<file path="config.mk">
export PLATFORM = sky130hd
export DESIGN_NAME = rx_hdr_parse
export DESIGN_NICKNAME = d
export VERILOG_FILES = /design/src/rtl/rx_bus_pkg.sv /design/src/rtl/rx_sn_table.sv /design/src/rtl/rx_hdr_parse.sv
export SDC_FILE = /design/constraint.sdc
export NUM_CORES = 1
export LEC_CHECK = 0
export CORE_MARGIN = 8
export CORE_UTILIZATION = 40
export DETAILED_ROUTE_END_ITERATION = 8
export MAX_ROUTING_LAYER = met4
export PLACE_DENSITY = 0.52
export SLEW_MARGIN = 40
export SYNTH_ARGS = -nofsm -noshare
export SYNTH_HDL_FRONTEND = slang
export SYNTH_HIERARCHICAL = 1
export SYNTH_SLANG_ARGS = --single-unit
</file>
<file path="constraint.sdc">
create_clock -name sys_clk -period 3.31 [get_ports sys_clk]
set_input_delay 0.662 -clock sys_clk [delete_from_list [all_inputs] [get_ports sys_clk]]
set_output_delay 0.662 -clock sys_clk [all_outputs]
set_load 0.01 [all_outputs]
</file>
<file path="src/rtl/rx_bus_pkg.sv">
// rx_bus_pkg: shared state encoding, header layout and defaults for the rx header parser.
package rx_bus_pkg;
  typedef enum logic [2:0] {
    IDLE, RD_ID, RD_TYPE, RD_SN, CAP, HIT, CHK, WAIT_COM
  } rx_state_t;
  localparam logic [7:0] HDR_OFS_ID   = 8'd0;
  localparam logic [7:0] HDR_OFS_TYPE = 8'd1;
  localparam logic [7:0] HDR_OFS_SN   = 8'd2;
  localparam int ID_NUM_DEF = 72;
  localparam int COM_TO_DEF = 8;
  function automatic logic [7:0] sn_next(input logic [7:0] sn);
    return sn + 8'd1;
  endfunction
endpackage

</file>
<file path="src/rtl/rx_sn_table.sv">
// rx_sn_table: per-id {valid, expected sn} store, combinational read, one synchronous write port.
module rx_sn_table import rx_bus_pkg::*; #(
  parameter int ID_NUM = ID_NUM_DEF,
  parameter int AW     = (ID_NUM > 1) ? $clog2(ID_NUM) : 1
) (
  input  logic          sys_clk,
  input  logic          glbl_rst_n,
  input  logic [AW-1:0] rd_addr,
  output logic          rd_valid,
  output logic [7:0]    rd_exp,
  input  logic          wr_en,
  input  logic [AW-1:0] wr_addr,
  input  logic [7:0]    wr_exp
);
  logic       valid_q [ID_NUM];
  logic [7:0] exp_q   [ID_NUM];
  assign rd_valid = valid_q[rd_addr];
  assign rd_exp   = exp_q[rd_addr];
  always_ff @(posedge sys_clk or negedge glbl_rst_n) begin
    if (!glbl_rst_n) begin
      for (int i = 0; i < ID_NUM; i++) begin
        valid_q[i] <= 1'b0;
        exp_q[i]   <= 8'h00;
      end
    end else if (wr_en) begin
      valid_q[wr_addr] <= 1'b1;
      exp_q[wr_addr]   <= wr_exp;
    end
  end
endmodule

</file>
<file path="src/rtl/rx_hdr_parse.sv">
// rx_hdr_parse: reads the 3-byte frame header from rx RAM, checks the sequence number
// against the per-id table and commits the next expected sn on an ack/pass pulse.
module rx_hdr_parse import rx_bus_pkg::*; #(
  parameter logic [7:0] HDR_BASE = 8'h00,
  parameter int         ID_NUM   = ID_NUM_DEF,
  parameter int         COM_TO   = COM_TO_DEF
) (
  input  logic       sys_clk,
  input  logic       glbl_rst_n,
  input  logic       load_rd_en,
  output logic       ram_rd_en,
  output logic [7:0] ram_rd_addr,
  input  logic [7:0] ram_rd_data,
  output logic       got_frame,
  output logic [7:0] frame_id,
  output logic [7:0] frame_type,
  output logic [7:0] frame_sn,
  output logic       sn_error,
  input  logic       ack_rd_en,
  input  logic       pass_rd_en,
  output logic       busy
);
  localparam int AW = (ID_NUM > 1) ? $clog2(ID_NUM) : 1;
  localparam int CW = $clog2(COM_TO + 1);
  rx_state_t     state;
  logic [CW-1:0] to_cnt;
  logic          in_range, tbl_valid, commit, tbl_wr;
  logic [7:0]    tbl_exp;
  assign in_range = {1'b0, frame_id} < 9'(ID_NUM);
  assign commit   = ack_rd_en | pass_rd_en;
  // a reload in the same cycle as a commit abandons the frame, so it wins
  assign tbl_wr   = (state == WAIT_COM) & commit & ~load_rd_en & in_range;
  rx_sn_table #(.ID_NUM(ID_NUM), .AW(AW)) u_tbl (
    .sys_clk    (sys_clk),
    .glbl_rst_n (glbl_rst_n),
    .rd_addr    (frame_id[AW-1:0]),
    .rd_valid   (tbl_valid),
    .rd_exp     (tbl_exp),
    .wr_en      (tbl_wr),
    .wr_addr    (frame_id[AW-1:0]),
    .wr_exp     (sn_next(frame_sn))
  );
  always_ff @(posedge sys_clk or negedge glbl_rst_n) begin
    if (!glbl_rst_n) begin
      state       <= IDLE;
      ram_rd_en   <= 1'b0;
      ram_rd_addr <= 8'h00;
      got_frame   <= 1'b0;
      frame_id    <= 8'h00;
      frame_type  <= 8'h00;
      frame_sn    <= 8'h00;
      sn_error    <= 1'b0;
      busy        <= 1'b0;
      to_cnt      <= '0;
    end else begin
      got_frame <= 1'b0;
      sn_error  <= 1'b0;
      ram_rd_en <= 1'b0;
      case (state)
        IDLE: if (load_rd_en) begin
          state       <= RD_ID;
          ram_rd_en   <= 1'b1;
          ram_rd_addr <= HDR_BASE + HDR_OFS_ID;
          busy        <= 1'b1;
        end
        RD_ID: begin
          state       <= RD_TYPE;
          ram_rd_en   <= 1'b1;
          ram_rd_addr <= HDR_BASE + HDR_OFS_TYPE;
        end
        RD_TYPE: begin
          frame_id    <= ram_rd_data;
          state       <= RD_SN;
          ram_rd_en   <= 1'b1;
          ram_rd_addr <= HDR_BASE + HDR_OFS_SN;
        end
        RD_SN: begin
          frame_type <= ram_rd_data;
          state      <= CAP;
        end
        CAP: begin
          frame_sn  <= ram_rd_data;
          got_frame <= 1'b1;
          state     <= (in_range && tbl_valid) ? HIT : CHK;
        end
        HIT: begin
          sn_error <= frame_sn != tbl_exp;
          to_cnt   <= '0;
          state    <= WAIT_COM;
        end
        CHK: begin
          to_cnt <= '0;
          state  <= WAIT_COM;
        end
        WAIT_COM: begin
          if (load_rd_en) begin
            state       <= RD_ID;
            ram_rd_en   <= 1'b1;
            ram_rd_addr <= HDR_BASE + HDR_OFS_ID;
          end else if ((commit && in_range) || to_cnt == CW'(COM_TO - 1)) begin
            state  <= IDLE;
            busy   <= 1'b0;
            to_cnt <= '0;
          end else begin
            to_cnt <= to_cnt + 1'b1;
          end
        end
        default: begin
          state <= IDLE;
          busy  <= 1'b0;
        end
      endcase
    end
  end
endmodule

</file>
### Word level (Yosys, flattened, before mapping)

Index checks and enable logic that the tools add are counted.

* logic and storage cells: 224
* bits of input ports: 13
* output and inout bits: 36
* flip-flop bits (word level): 691

* equality and inequality tests: 14
* bitwise gates (word level): 7
* multiplexer cells: 29
* reductions and logical operators: 15
* order comparisons: 3
* add/subtract/negate cells: 2

Operators by type and width (count)
* bitwise mux 576 bit: 1
* bitwise OR 72 bit: 1
* binary-select mux 8 bit (select 7 bit): 1
* demux 8 bit (select 7 bit): 1
* 2-to-1 mux 8 bit: 4
* one-hot mux 8 bit (3 select lines): 1
* one-hot mux 3 bit (7 select lines): 1
* equality test 3 bit (second input constant): 4
* 2-to-1 mux 1 bit: 9
* 2-to-1 mux 3 bit: 3
* adder 8 x 1 -> 8 bit (second input constant): 1
* greater-or-equal comparator 8 bit (second input constant): 1
* less-than comparator 8 x 1 -> 1 bit (second input constant): 1
* less-than comparator 8 x 7 -> 1 bit (second input constant): 1
* 2-to-1 mux 4 bit: 2
* != test 8 bit: 1
* inverter 7 -> 8 bit: 1
* one-hot mux 4 bit (2 select lines): 1
* binary-select mux 1 bit (select 7 bit): 1
* demux 1 bit (select 7 bit): 1
* equality test 3 x 2 -> 1 bit (second input constant): 2
* AND reduction 2 bit: 3
* OR reduction 2 bit: 3
* adder 4 x 1 -> 4 bit (second input constant): 1
* other kinds (16): 24

### Logic depth before layout (Yosys ltp)

* depth after elaboration: 7
* gate-level depth with buffers: 12
* mapped depth without buffers: 8

### Cells and area by module

Netlist, hierarchy kept.

Modules (own cells, without submodules)
* rx_sn_table: times used 1, cells each 1898, area an instance 29435.7 um^2, seq. area each 16215.6 um^2
* rx_hdr_parse: times used 1, cells each 161, area an instance 1861.8 um^2, seq. area each 925.9 um^2

### Least setup slack after synthesis

OpenSTA, ideal clock, no wires.

* kind: reg-to-reg
* start: register frame_id[0]
* end: register sn_error
* buffers on the path: 3
* stages on the path, launching flop included: 12
* path slack: 0.694 ns
* arrival: 2.485 ns
* data required time: 3.179 ns
* period minus slack after synthesis: 2.616 ns
* setup time: 0.131 ns
* path through: dfrtp_1 -> buf_2 -> buf_6 -> buf_2 -> mux4_2 -> a22oi_1 -> a31oi_1 -> nor2_1 -> o211ai_1 -> xor2_1 -> nor4_1 -> a21oi_1

* word-level cells in the longest chain between the ends: 6

Ends and longest elaborated chain
* from (decl): line rx_hdr_parse.sv:15 `output logic [7:0] frame_id,`
* from (signal assigned): line rx_hdr_parse.sv:72 `frame_id <= ram_rd_data;`
* inverter 7 -> 8 bit (implied by the code): line rx_sn_table.sv:18 `assign rd_exp = exp_q[rd_addr];`
* binary-select mux 8 bit (select 7 bit): line rx_sn_table.sv:18
* 2-to-1 mux 8 bit (implied by the code) (2 in series): line rx_sn_table.sv:18
* net tbl_exp[2]: line rx_hdr_parse.sv:28 `logic [7:0] tbl_exp;`
* != test 8 bit: line rx_hdr_parse.sv:87 `sn_error <= frame_sn != tbl_exp;`
* 2-to-1 mux 1 bit: line rx_hdr_parse.sv:59 `case (state)`
* to (signal assigned): line rx_hdr_parse.sv:87
* to (decl): line rx_hdr_parse.sv:18 `output logic sn_error,`

The timed path passes the listed nets, and every way through them passes these cells. The select of a mux whose other input is x is not followed.
A chain may end at the register's enable or synchronous reset.

### Final worst setup path

* start: register frame_id[1]
* end: register sn_error

The elaborated chain is that of the path after synthesis.

==> impl.org <==
** Job
- Max cap viols :: 0

** Route
- Once detail routing completed, the nets flagged for antenna violations numbered 0.
- Highest layer used for signal routing :: met4
- Detailed-routed wire length on met3 :: 3728 um
- The detailed router finished its first iteration with 1107 violations.
- WL met2 :: 41670 um
- DR vias/cell :: 5.537
- First-pass iteration count of the detailed router :: 4
- Wire length the detailed router placed on met1 :: 39460 um
- DRC :: 0
- Via count :: 18.52k
- In the final routed layout, each cell accounts on average for 25.96 um.
- Total wire length :: 86820 um

** Floorplan
- Die span in y :: 295.7 um
- Row generation in the floorplan step produced 102 rows.
- Core box area :: 77470 um^2
- The initial utilization of the core area, before any placement, comes to 40.40%.
- Die area :: 87450 um^2
- 49 I/O pins were placed.
- Die boundary width :: 295.7 um

** Timing
- Layout Skew :: 0.01848 ns
- Part of the cycle the worst path needs :: 96.58%
- Setup violations remaining at the end of the flow were counted as 0.
- Adding up every negative setup slack in the final design gives 0 ns.
- The final max-slew violation count was 0.
- Unrepaired setup endpoints after global routing :: false
- The worst pin sits at a relative slew slack of 50.92%.
- For the pin with the worst max-slew slack, the measured transition is 0.7362 ns.
- Tmin final :: 3.197 ns
- Max Clock Freq :: 312.8 MHz
- The final hold violation count was 0.

** Synth
- Simple-gate share of the synthesized area :: 5.465%
- Sequential cell area fraction in the yosys report :: 54.77%
- Top flip-flop cell by instance count after synthesis :: sky130_fd_sc_hd__dfrtp_1
- Syn Inst Count :: 2059
- In the synthesized netlist the async set-or-reset flop fraction comes to 100.0%.
- After synthesis the cells add up to 31300 um^2.
- After synthesis, the netlist uses 63 different library cells.
- The Yosys step of the flow raised 6 warnings.
- The synthesized design contains 0 enable-type register cells.
- The average instance in the mapped netlist occupies 15.20 um^2.
- After synthesis the netlist holds a flip-flop and latch count of 685.
- Largest family of logic cells by synthesized area :: multiplexers
- Synthesized-area fraction occupied by xor and xnor cells :: 0.3918%
- Summing the areas of all compound-gate instances in the mapped netlist gives 2.307% of the synthesized area.
- Of the total synthesized cell area, the portion taken by full adders, half adders and majority gates is 0.07996%.
- Of the post-synthesis cell area, the part taken by muxes is 34.65%.

** Clock tree
- The number of clock buffers added by TritonCTS is 80.
- Clk pin slew, worst setup/hold paths :: 0.06 ns
- The H-tree was split into 3 levels.
- For this design, the sink count on the clock tree is 685.
- Clock Tree Buf Depth :: 3
- TritonCTS built the clock tree.
- Buffers inserted to repair hold after CTS numbered 0.
- Clk Tree Root Cell :: sky130_fd_sc_hd__clkbuf_16
- Insertion delay to the later sink of the worst-skew pair :: 0.63 ns

** Power and ir drop
- Dividing total power by cell area gives a power density of 757.6 nW/um^2.
- Leakage power :: 17.91 nW
- Largest vdd supply drop :: 0.0007036 V
- Power comes to 27.95 mW.

** Worst hold path
- The tightest min-delay check is of the in2async type.

** Global routing
- The first global-routing pass estimated 133000 um of wire.
- Congestion Overflow GR :: 0
- The number of antenna violations at the first check in global routing is 1.
- Across every metal layer, demand over resource in global routing totals 20.78%.
- Number of global-route vias before repair :: 19.79k
- Entering global routing, the biggest net connects 77 pins.

** Setup path
- Sort of element at the start of the critical path :: register
- For the worst setup path, the data arrival time is 3.68 ns.
- Critical path type :: reg2reg
- Along the worst path, the maximum fanout reaches 17.
- The worst setup path is captured at a register.
- Required time of the critical path :: 3.80 ns

** Finish
- Leaving out filler cells and counting taps, the final layout contains 3344.
- Area added between synthesis and finish :: 17.85%
- The finished cells cover 36890 um^2.
- The number of antenna diodes in the final layout is 0.
- Fill cells in the final layout number 6725.
- Cells with a size suffix above 1 make up 49.57% of the layout.
- The final layout contains 2259 nets.
- Utilization after layout :: 47.61%

** Place
- Dpl cell area :: 34180 um^2
- DP HPWL :: 58780 um
- Buffers on Ports :: 42
- The congestion estimate from routability-driven global placement came to 0.9210.
- Number of placed instances with taps included :: 3195

** Status
- The flow ran to the end, and the final reports show no timing, DRC or antenna violations.
==> layer usage <==
layer | up-vias | GRT usage (%)
met5 | - | -
met4 | 0 | 5.586
met3 | 113 | 2.896
met2 | 402 | 32.92
met1 | 10014 | 28.13
li1 | 7987 | -
==> path summary, 6_finish.rpt <==
check / slack [ns] / endpoint / depth (start not counted) / from
worst max-delay path: 0.11 / sn_error / 10 / frame_id[1]
worst min-delay path: 0.04 / u_tbl/valid_q[19] / 1 / glbl_rst_n
worst max register to register: 0.11 / sn_error / 10 / frame_id[1]
worst min register to register: 0.46 / u_tbl/valid_q[23] / 1 / u_tbl/valid_q[23]
max in group asynchronous: 2.26 / frame_id[4] / 2 / glbl_rst_n
min in group sys_clk: 0.46 / u_tbl/valid_q[23] / 1 / u_tbl/valid_q[23]
==> cells by family (layout without fill, tap and decap cells) <==
family,after synthesis,after routing
buffers and inverters,150,390
other,1,6
AO/OA/AOI/OAI,104,104
flip-flops,685,685
adder cells (fa/ha/maj),2,2
multiplexers,813,813
XOR/XNOR,14,14
AND/OR/NAND/NOR,290,290
==> state kept, by name, indices dropped and copies added, names as in the netlist, 2 cells and up <==
| signal | count |
|---|---|
| u_tbl/valid_q | 72 |
| to_cnt | 4 |
| state | 3 |
| ram_rd_addr | 2 |
| frame_id | 8 |
| u_tbl/exp_q | 576 |
| frame_type | 8 |
| frame_sn | 8 |
==> where the power goes <==
group / internal (mW) / switching (mW)
clock network: 5.19 / 3.52
registers: 9.22 / 0.727
logic: 3.62 / 5.68
==> Yosys cell counts (5+ instances only) <==
library cell / number / area [um^2]
sky130_fd_sc_hd__nor3_2: 7 / 70.07
sky130_fd_sc_hd__dfrtp_1: 685 / 17140
sky130_fd_sc_hd__nor2_2: 6 / 37.54
sky130_fd_sc_hd__mux2_1: 12 / 135.1
sky130_fd_sc_hd__o22ai_1: 11 / 68.82
sky130_fd_sc_hd__a22oi_1: 18 / 135.1
sky130_fd_sc_hd__nand3_1: 22 / 110.1
sky130_fd_sc_hd__mux4_2: 156 / 3513
sky130_fd_sc_hd__mux2_2: 591 / 6655
sky130_fd_sc_hd__buf_2: 33 / 165.2
sky130_fd_sc_hd__a31oi_1: 5 / 31.28
sky130_fd_sc_hd__nand2b_1: 69 / 431.7
sky130_fd_sc_hd__nor2b_1: 10 / 62.56
sky130_fd_sc_hd__o21ai_0: 13 / 65.06
sky130_fd_sc_hd__mux2i_1: 54 / 540.5
sky130_fd_sc_hd__buf_6: 7 / 78.83
sky130_fd_sc_hd__nand3b_1: 5 / 37.54
sky130_fd_sc_hd__a211oi_1: 11 / 82.58
sky130_fd_sc_hd__xor2_1: 10 / 87.58
sky130_fd_sc_hd__clkbuf_1: 72 / 270.3
sky130_fd_sc_hd__nor3_1: 8 / 40.04
sky130_fd_sc_hd__nor2_1: 30 / 112.6
sky130_fd_sc_hd__or2_2: 18 / 112.6
sky130_fd_sc_hd__a21oi_1: 19 / 95.09
sky130_fd_sc_hd__buf_4: 19 / 142.6
sky130_fd_sc_hd__nor3_4: 5 / 81.33
sky130_fd_sc_hd__buf_1: 12 / 45.04
sky130_fd_sc_hd__nand2_1: 79 / 296.5
sky130_fd_sc_hd__nand2_2: 7 / 43.79
sky130_fd_sc_hd__nor4_4: 6 / 127.6
sky130_fd_sc_hd__inv_1: 7 / 26.28
==> stage by stage <==
| stage | worst slack [ns] | hold WS, ns |
|---|---|---|
| floorplan | 0.6941 | 0.3664 |
| global placement | -0.1082 | 0.4436 |
| detailed placement | -0.09418 | 0.4471 |
| CTS | 0.02167 | 0.04285 |
| global route | 0.004999 | 0.04859 |
| finish | 0.1132 | 0.03787 |
==> repair_timing <==
action,4_1_cts,5_1_grt
endpoints found under the setup margin,1,1
cloned,0,0
endpoints found under the hold margin,0,0
setup buffers,0,7
gates resized for setup,1,6
==> worst max-delay path: stages (launching register included) <==
cell and delay, ns:
sky130_fd_sc_hd__dfrtp_4 0.45, sky130_fd_sc_hd__buf_12 0.16, sky130_fd_sc_hd__buf_12 0.19, sky130_fd_sc_hd__mux4_2 0.54
sky130_fd_sc_hd__a22oi_1 0.47, sky130_fd_sc_hd__a21oi_1 0.23, sky130_fd_sc_hd__nor2_1 0.25, sky130_fd_sc_hd__o211ai_1 0.18
sky130_fd_sc_hd__xor2_1 0.17, sky130_fd_sc_hd__nor4_1 0.28, sky130_fd_sc_hd__a21oi_1 0.12
==> layout make-up <==
class                      instances  area (um^2)  area share, %
inverter                           7        27.53        0.07463
timing repair buffer             241         2248          6.096
clock buffer                     120         2365          6.411
sequential                       685        17150          46.51
clock inverter                    22        241.5         0.6547
tap                             1040         1301          3.528
multi-input combinational       1229        13550          36.73
==> cells in the final DEF, fill, tap and decap left out, drive strengths merged, types with 11 or more instances in the layout <==
| master | n |
|---|---|
| buf | 200 |
| a21oi | 20 |
| nor3 | 20 |
| o21ai | 13 |
| mux4 | 156 |
| dfrtp | 685 |
| clkdlybuf4s50 | 41 |
| mux2 | 603 |
| a211oi | 11 |
| a22oi | 18 |
| nand2 | 86 |
| nand3 | 22 |
| inv | 11 |
| or2 | 20 |
| nand2b | 69 |
| o22ai | 11 |
| nor2 | 36 |
| mux2i | 54 |
| clkinv | 15 |
| clkbuf | 120 |
Power figures use the tool's default switching activity.
